[config.mk]
export PLATFORM = sky130hd
export DESIGN_NAME = wb_commit_stage_flat
export DESIGN_NICKNAME = d
export VERILOG_FILES = /design/src/rtl/wb_commit_stage_if.sv /design/src/rtl/wb_commit_stage.sv /design/src/flat_wrapper.sv
export SDC_FILE = /design/constraint.sdc
export NUM_CORES = 1
export LEC_CHECK = 0
export BUFFER_PORTS_ARGS = -buffer_cell sky130_fd_sc_hd__clkbuf_2
export CORE_AREA = 2 2 157 159
export DETAILED_ROUTE_END_ITERATION = 6
export DIE_AREA = 0 0 159 161
export GPL_ROUTABILITY_DRIVEN = 0
export GPL_TIMING_DRIVEN = 0
export PLACE_DENSITY = 0.6
export SYNTH_ARGS = -nofsm -noshare
export SYNTH_HDL_FRONTEND = slang
export SYNTH_SLANG_ARGS = --single-unit
[constraint.sdc]
create_clock -name clk -period 9.9 [get_ports clk]
set_input_delay 0.495 -clock clk [delete_from_list [all_inputs] [get_ports clk]]
set_output_delay 0.495 -clock clk [all_outputs]
set_load 0.01 [all_outputs]
[src/rtl/wb_commit_stage_if.sv]
// Memory-stage to write-back-stage bundle handshake.
// A bundle transfers on a rising clk edge where ms_to_ws_valid && ws_allowin are both 1.
// The master holds valid and bus stable until that edge. ws_allowin never depends on
// ms_to_ws_valid, so there is no combinational loop through the handshake.
interface wb_commit_stage_if #(
  parameter int LANES  = 2,
  parameter int DATA_W = 32
);
  localparam int LANE_W = 43 + 2 * DATA_W;

  logic                      ms_to_ws_valid;
  logic [LANES*LANE_W-1:0]   ms_to_ws_bus;
  logic                      ws_allowin;

  modport master (output ms_to_ws_valid, output ms_to_ws_bus, input ws_allowin);
  modport slave  (input ms_to_ws_valid, input ms_to_ws_bus, output ws_allowin);
endinterface

[src/rtl/wb_commit_stage.sv]
// Write-back commit stage: holds one multi-lane bundle and retires one lane per cycle
// through a single register-file write port, in ascending lane order.
module wb_commit_stage #(
  parameter int LANES  = 2,
  parameter int DATA_W = 32
) (
  input  logic              clk,
  input  logic              reset,
  input  logic              flush,
  wb_commit_stage_if.slave  ms_ws,
  output logic [3:0]        rf_we,
  output logic [4:0]        rf_waddr,
  output logic [DATA_W-1:0] rf_wdata,
  output logic              send_flush,
  output logic              exc_valid,
  output logic              eret_valid,
  output logic [DATA_W-1:0] exc_pc,
  output logic              fwd_valid,
  output logic [4:0]        fwd_dest,
  output logic [DATA_W-1:0] fwd_data,
  output logic [DATA_W-1:0] debug_wb_pc,
  output logic [3:0]        debug_wb_rf_wen,
  output logic [4:0]        debug_wb_rf_wnum,
  output logic [DATA_W-1:0] debug_wb_rf_wdata
);
  // Lane fields are right-aligned in each lane slot; bits above lane_valid are reserved.
  localparam int LANE_W   = 43 + 2 * DATA_W;
  localparam int BUS_W    = LANES * LANE_W;
  localparam int RES_LSB  = DATA_W;
  localparam int DEST_LSB = 2 * DATA_W;
  localparam int WE_LSB   = 2 * DATA_W + 5;
  localparam int ERET_BIT = 2 * DATA_W + 9;
  localparam int EXC_BIT  = 2 * DATA_W + 10;
  localparam int LV_BIT   = 2 * DATA_W + 11;

  logic [BUS_W-1:0]  bus_q;
  logic              ws_valid;
  logic [LANES-1:0]  pending;
  logic [LANE_W-1:0] cur_lane;
  logic              cur_hit;
  logic [LANES-1:0]  cur_onehot;
  logic [LANES-1:0]  lane_valid_bits;
  logic              seen_one;
  logic              more_than_one;
  logic              cur_exc;
  logic              cur_eret;
  logic              cur_kill;
  logic              ws_ready_go;
  logic              allowin;
  logic              accept;
  logic              unused_lane_bits;

  // Current lane is the lowest-index pending lane; invalid lanes never enter pending.
  always_comb begin
    cur_lane   = '0;
    cur_hit    = 1'b0;
    cur_onehot = '0;
    for (int k = LANES - 1; k >= 0; k--) begin
      if (pending[k]) begin
        cur_lane      = bus_q[k*LANE_W +: LANE_W];
        cur_hit       = 1'b1;
        cur_onehot    = '0;
        cur_onehot[k] = 1'b1;
      end
    end
  end

  always_comb begin
    seen_one      = 1'b0;
    more_than_one = 1'b0;
    for (int k = 0; k < LANES; k++) begin
      if (pending[k]) begin
        if (seen_one) more_than_one = 1'b1;
        seen_one = 1'b1;
      end
    end
  end

  always_comb begin
    lane_valid_bits = '0;
    for (int k = 0; k < LANES; k++) begin
      lane_valid_bits[k] = ms_ws.ms_to_ws_bus[k*LANE_W + LV_BIT];
    end
  end

  // Exception wins over eret when a lane carries both.
  assign cur_exc  = cur_hit & cur_lane[EXC_BIT];
  assign cur_eret = cur_hit & cur_lane[ERET_BIT] & ~cur_lane[EXC_BIT];
  assign cur_kill = cur_exc | cur_eret;

  assign ws_ready_go    = !more_than_one || cur_kill;
  assign allowin        = !ws_valid || ws_ready_go;
  assign ms_ws.ws_allowin = allowin;
  assign accept         = ms_ws.ms_to_ws_valid && allowin;

  assign rf_we      = (ws_valid && cur_hit && !cur_kill) ? cur_lane[WE_LSB +: 4] : 4'b0;
  assign rf_waddr   = cur_lane[DEST_LSB +: 5];
  assign rf_wdata   = cur_lane[RES_LSB +: DATA_W];
  assign send_flush = ws_valid & cur_kill;
  assign exc_valid  = ws_valid & cur_exc;
  assign eret_valid = ws_valid & cur_eret;
  assign exc_pc     = cur_lane[DATA_W-1:0];

  assign fwd_valid = |rf_we;
  assign fwd_dest  = rf_waddr;
  assign fwd_data  = rf_wdata;

  assign debug_wb_pc       = cur_lane[DATA_W-1:0];
  assign debug_wb_rf_wen   = rf_we;
  assign debug_wb_rf_wnum  = rf_waddr;
  assign debug_wb_rf_wdata = rf_wdata;

  assign unused_lane_bits = ^cur_lane[LANE_W-1:LV_BIT];

  // Control state; a kill or the last pending lane retires the bundle in one edge.
  always_ff @(posedge clk or posedge reset) begin
    if (reset) begin
      ws_valid <= 1'b0;
      pending  <= '0;
    end else if (flush) begin
      ws_valid <= 1'b0;
      pending  <= '0;
    end else if (accept) begin
      ws_valid <= 1'b1;
      pending  <= lane_valid_bits;
    end else if (ws_valid) begin
      if (ws_ready_go) begin
        ws_valid <= 1'b0;
        pending  <= '0;
      end else begin
        pending <= pending & ~cur_onehot;
      end
    end
  end

  // Payload is left unreset; every output is gated by ws_valid/pending.
  always_ff @(posedge clk) begin
    if (accept) bus_q <= ms_ws.ms_to_ws_bus;
  end
endmodule

[src/flat_wrapper.sv]
// flat-port wrapper written by rule: the top's interface ports become plain ports
module wb_commit_stage_flat 
#(
  parameter int LANES  = 2,
  parameter int DATA_W = 32
)
  (clk, reset, flush, rf_we, rf_waddr, rf_wdata, send_flush, exc_valid, eret_valid, exc_pc, fwd_valid, fwd_dest, fwd_data, debug_wb_pc, debug_wb_rf_wen, debug_wb_rf_wnum, debug_wb_rf_wdata, ms_ws_ms_to_ws_valid, ms_ws_ms_to_ws_bus, ms_ws_ws_allowin);
  wb_commit_stage_if #(.LANES(LANES), .DATA_W(DATA_W)) ms_ws_i ();
  input  logic clk;
  input  logic reset;
  input  logic flush;
  output logic [3:0] rf_we;
  output logic [4:0] rf_waddr;
  output logic [DATA_W-1:0] rf_wdata;
  output logic send_flush;
  output logic exc_valid;
  output logic eret_valid;
  output logic [DATA_W-1:0] exc_pc;
  output logic fwd_valid;
  output logic [4:0] fwd_dest;
  output logic [DATA_W-1:0] fwd_data;
  output logic [DATA_W-1:0] debug_wb_pc;
  output logic [3:0] debug_wb_rf_wen;
  output logic [4:0] debug_wb_rf_wnum;
  output logic [DATA_W-1:0] debug_wb_rf_wdata;
  input wire logic [$bits(ms_ws_i.ms_to_ws_valid)-1:0] ms_ws_ms_to_ws_valid;
  input wire logic [$bits(ms_ws_i.ms_to_ws_bus)-1:0] ms_ws_ms_to_ws_bus;
  output wire logic [$bits(ms_ws_i.ws_allowin)-1:0] ms_ws_ws_allowin;
  assign ms_ws_i.ms_to_ws_valid = ms_ws_ms_to_ws_valid;
  assign ms_ws_i.ms_to_ws_bus = ms_ws_ms_to_ws_bus;
  assign ms_ws_ws_allowin = ms_ws_i.ws_allowin;
  wb_commit_stage #(.LANES(LANES), .DATA_W(DATA_W)) u_core (.clk(clk), .reset(reset), .flush(flush), .ms_ws(ms_ws_i), .rf_we(rf_we), .rf_waddr(rf_waddr), .rf_wdata(rf_wdata), .send_flush(send_flush), .exc_valid(exc_valid), .eret_valid(eret_valid), .exc_pc(exc_pc), .fwd_valid(fwd_valid), .fwd_dest(fwd_dest), .fwd_data(fwd_data), .debug_wb_pc(debug_wb_pc), .debug_wb_rf_wen(debug_wb_rf_wen), .debug_wb_rf_wnum(debug_wb_rf_wnum), .debug_wb_rf_wdata(debug_wb_rf_wdata));
endmodule
==> results.py <==
metrics = {
    "outcome": {
        "outcome": "finished, final reports clean",
    },
    "yosys": {
        "yosys.area.top_type_share": 0.713,
        "synth_fa_ha_area_frac": 0,
        "synth_area_per_cell_um2": 16.4,
        "synth-simple-area-share": 0.0147,
        "synthesis.area_mm2": 0.00631,
        "synthCells": 384,
        "yosys_warnings": 0,
        "netlist.top_cell.by_area": "edfxtp_1",
        "synth_compound_area_frac": 0.114,
        "synth_nets": 602,
        "synthXorXnorAreaFrac": 0,
        "muxShareOfSynthArea": 0,
        "synth_top_family_by_area": "buffers and inverters",
        "yosysUniqueCellTypes": 23,
        "yosysSeqAreaShare": 0.725,
        "synthTopCellsByArea": "edfxtp_1, buf_4, a22o_1",
        "ys_ff_latch": 153,
    },
    "timing": {
        "finalCriticalPeriod_ns": 2.54,
        "fin_skew_ns": 0.0149,
        "final-hold-violation-count": 0,
        "rsz0062_at_grt": "false",
        "hold_slack_ns": 0.240,
        "setup_viol": 0,
        "slew_headroom": 0.615,
        "finalSetupTns_ns": 0,
        "min_period_over_period": 0.257,
        "finalMaxSlewViolations": 0,
        "worst_slew_pin_slew_ns": 0.578,
        "max_freq_mhz": 394,
    },
    "critical_path": {
        "timing.rr.end": "u_core.bus_q[160]$_DFFE_PP_",
        "cpPeakStageDelay_ns": 0.37,
        "path_class": "flop to primary output",
        "r2r-start": "u_core.pending[0]$_DFFE_PP0P_",
        "cpMaxStageDelayCell": "dfrtp_1",
        "reg2reg_depth": 5,
        "startpoint_type": "flop",
        "arrival_ns": 2.05,
        "path_cells": "and2b_1, buf_4, buf_2, a22o_1, buf_4, clkbuf_2",
        "path_max_fanout": 10,
        "path_delay_family": "buffers and inverters",
        "r2r_setup_slack_ns": 7.78,
        "required_ns": 9.41,
        "end_kind": "primary output",
        "crit_path_frequent_cell": "buf_4",
        "crit_buf_inv": 4,
    },
    "placed_design": {
        "hpwl_mm": 12.0,
        "io_buffers": 343,
    },
    "cells_and_area": {
        "area_delta_synth_final_pct": 44.3,
        "antenna_cells": 0,
        "layout-drive-gt1-share": 0.656,
        "final_common_cell": "clkbuf_2",
        "num-fill-cells": 2315,
        "nets": 967,
        "final_cell_mix": "clkbuf_2, edfxtp_1, buf_4",
    },
    "floorplanning": {
        "io_pins": 406,
        "rows": 57,
        "fp.dieH_um": 161,
        "die_x_um": 159,
        "core_area_mm2": 0.0240,
        "die_area_mm2": 0.0256,
        "initial_core_util": 0.263,
    },
    "pwr": {
        "power_frac_clock": 0.411,
        "p_leak_nw": 4.30,
        "vdd_drop_max_uv": 76.6,
        "pwr-share-comb": 0.118,
        "p_int_w": 0.00123,
        "power_switching_w": 0.000382,
        "powerDensity_mw_per_mm2": 177,
        "switching_share": 0.236,
        "sequentialPowerShare": 0.472,
    },
    "route": {
        "drcViolationCount": 0,
        "via_per_inst": 3.99,
        "wl_per_cell_um": 14.4,
        "wirelength_mm": 15.6,
        "vias": 4330,
        "drt_first_pass_iters": 4,
        "ant_nets": 0,
        "initialDrtViolationCount": 176,
    },
    "clocking": {
        "clkSlewWorstSetupHoldPaths_ns": 0.07,
        "clkLatencyLatePin_ns": 0.42,
        "clock_path_buffers": 2,
        "cts_tree": "built",
        "cts-buffers-inserted": 17,
        "cts_max_level": 4,
        "cts_setup_buffers": 0,
        "cts_sinks": 153,
        "cts_root_buf": "clkbuf_16",
    },
    "global_routing": {
        "antenna_found_initial": 0,
        "track_usage": 0.119,
        "grt_overflow": 0,
        "grt_pass1_vias": 4274,
        "grt_pass1_wl_mm": 23.2,
        "grt_max_degree": 60,
    },
    "run": {
        "maxCapViolations": 0,
    },
    "hold_path": {
        "hp-class": "input port to flop",
        "hold_end": "u_core.bus_q[25]$_DFFE_PP_",
        "min_path_cells": 1,
        "hp-start": "ms_ws_ms_to_ws_bus[25]",
    },
}
how the worst max path moves through the flow:
stage / start / endpoint / slack [ns] / cells after the start
6_report: u_core.pending[0]$_DFFE_PP0P_ / rf_wdata[0] / 7.36 / 6
5_1_grt: u_core.pending[0]$_DFFE_PP0P_ / rf_wdata[0] / 7.20 / 6
4_1_cts: u_core.pending[0]$_DFFE_PP0P_ / rf_wdata[0] / 7.26 / 6
3_5_place_dp: u_core.pending[0]$_DFFE_PP0P_ / rf_wdata[0] / 7.72 / 6
3_3_place_gp: u_core.pending[0]$_DFFE_PP0P_ / u_core.bus_q[39]$_DFFE_PP_ / 3.58 / 4
2_1_floorplan: u_core.pending[0]$_DFFE_PP0P_ / u_core.bus_q[0]$_DFFE_PP_ / 5.08 / 4
through the flow:
step | power (W) | cell area, µm² | util | std cells | worst slack [ns]
4_1_cts | 0.00164 | 9110 | 0.380 | 1086 | 7.26
6_report | 0.00162 | 9110 | 0.380 | 1086 | 7.36
3_3_place_gp | 0.000969 | 8440 | 0.352 | 1051 | 3.58
2_1_floorplan | 0.000880 | 6310 | - | 384 | 5.08
5_1_grt | 0.00168 | 9110 | 0.380 | 1086 | 7.20
3_5_place_dp | 0.000970 | 8490 | 0.354 | 1053 | 7.72
cells in the mapped netlist:
master	count
nor3b_1	1
a22o_1	70
o41ai_1	2
and2b_1	1
and3b_1	1
or3b_1	1
a21oi_1	6
nand2_1	1
and3_1	1
buf_4	112
nand4_1	1
and2_1	3
edfxtp_1	150
buf_6	1
buf_2	9
o21ai_0	3
dfrtp_1	3
o211ai_2	1
nor2b_1	1
clkbuf_1	5
nor2_1	5
a22oi_1	4
inv_1	2
flip-flops by register name, indices dropped and copies added (netlist names):
register and flops:
u_core.bus_q 150, u_core.ws_valid 1, u_core.pending 2
cell families (layout without fill, tap and decap cells):
logic type | Yosys count | in the layout
AND/OR/NAND/NOR | 16 | 16
flip-flops | 153 | 153
buffers and inverters | 129 | 507
AO/OA/AOI/OAI | 86 | 86
metal layers:
layer / part of all wire / up-vias / global-route usage
met5: 0 / - / 0
met2: 0.52 / 200 / 0.213
met1: 0.38 / 2025 / 0.131
met4: 0.015 / 0 / 0.0430
li1: - / 2090 / -
met3: 0.078 / 15 / 0.0434
power by group through the flow:
stage / sequential, W / combinational (W) / clock [W]
after detailed placement: 0.000777 / 0.000193 / 0
after global placement: 0.000781 / 0.000188 / 0
after CTS: 0.000762 / 0.000194 / 0.000684
final: 0.000762 / 0.000190 / 0.000663
after floorplan: 0.000777 / 0.000103 / 0
after global routing: 0.000765 / 0.000207 / 0.000711
layout make-up:
| class | count | area [µm²] | share of cell area |
|---|---|---|---|
| Sequential cell | 153 | 4580 | 0.503 |
| Timing Repair Buffer | 346 | 1780 | 0.196 |
| Buffer | 127 | 916 | 0.101 |
| Multi-Input combinational cell | 102 | 813 | 0.0892 |
| Clock buffer | 18 | 429 | 0.0471 |
| Tap cell | 324 | 405 | 0.0445 |
| Clock inverter | 14 | 180 | 0.0198 |
| Inverter | 2 | 7.51 | 0.000824 |
repair_timing:
| item | in CTS | in global routing |
|---|---|---|
| hold buffers | 1 | 0 |
| gates resized for setup | 0 | 0 |
| hold endpoints to repair | 3 | 0 |
No activity file was read; power rests on OpenSTA's default activity.
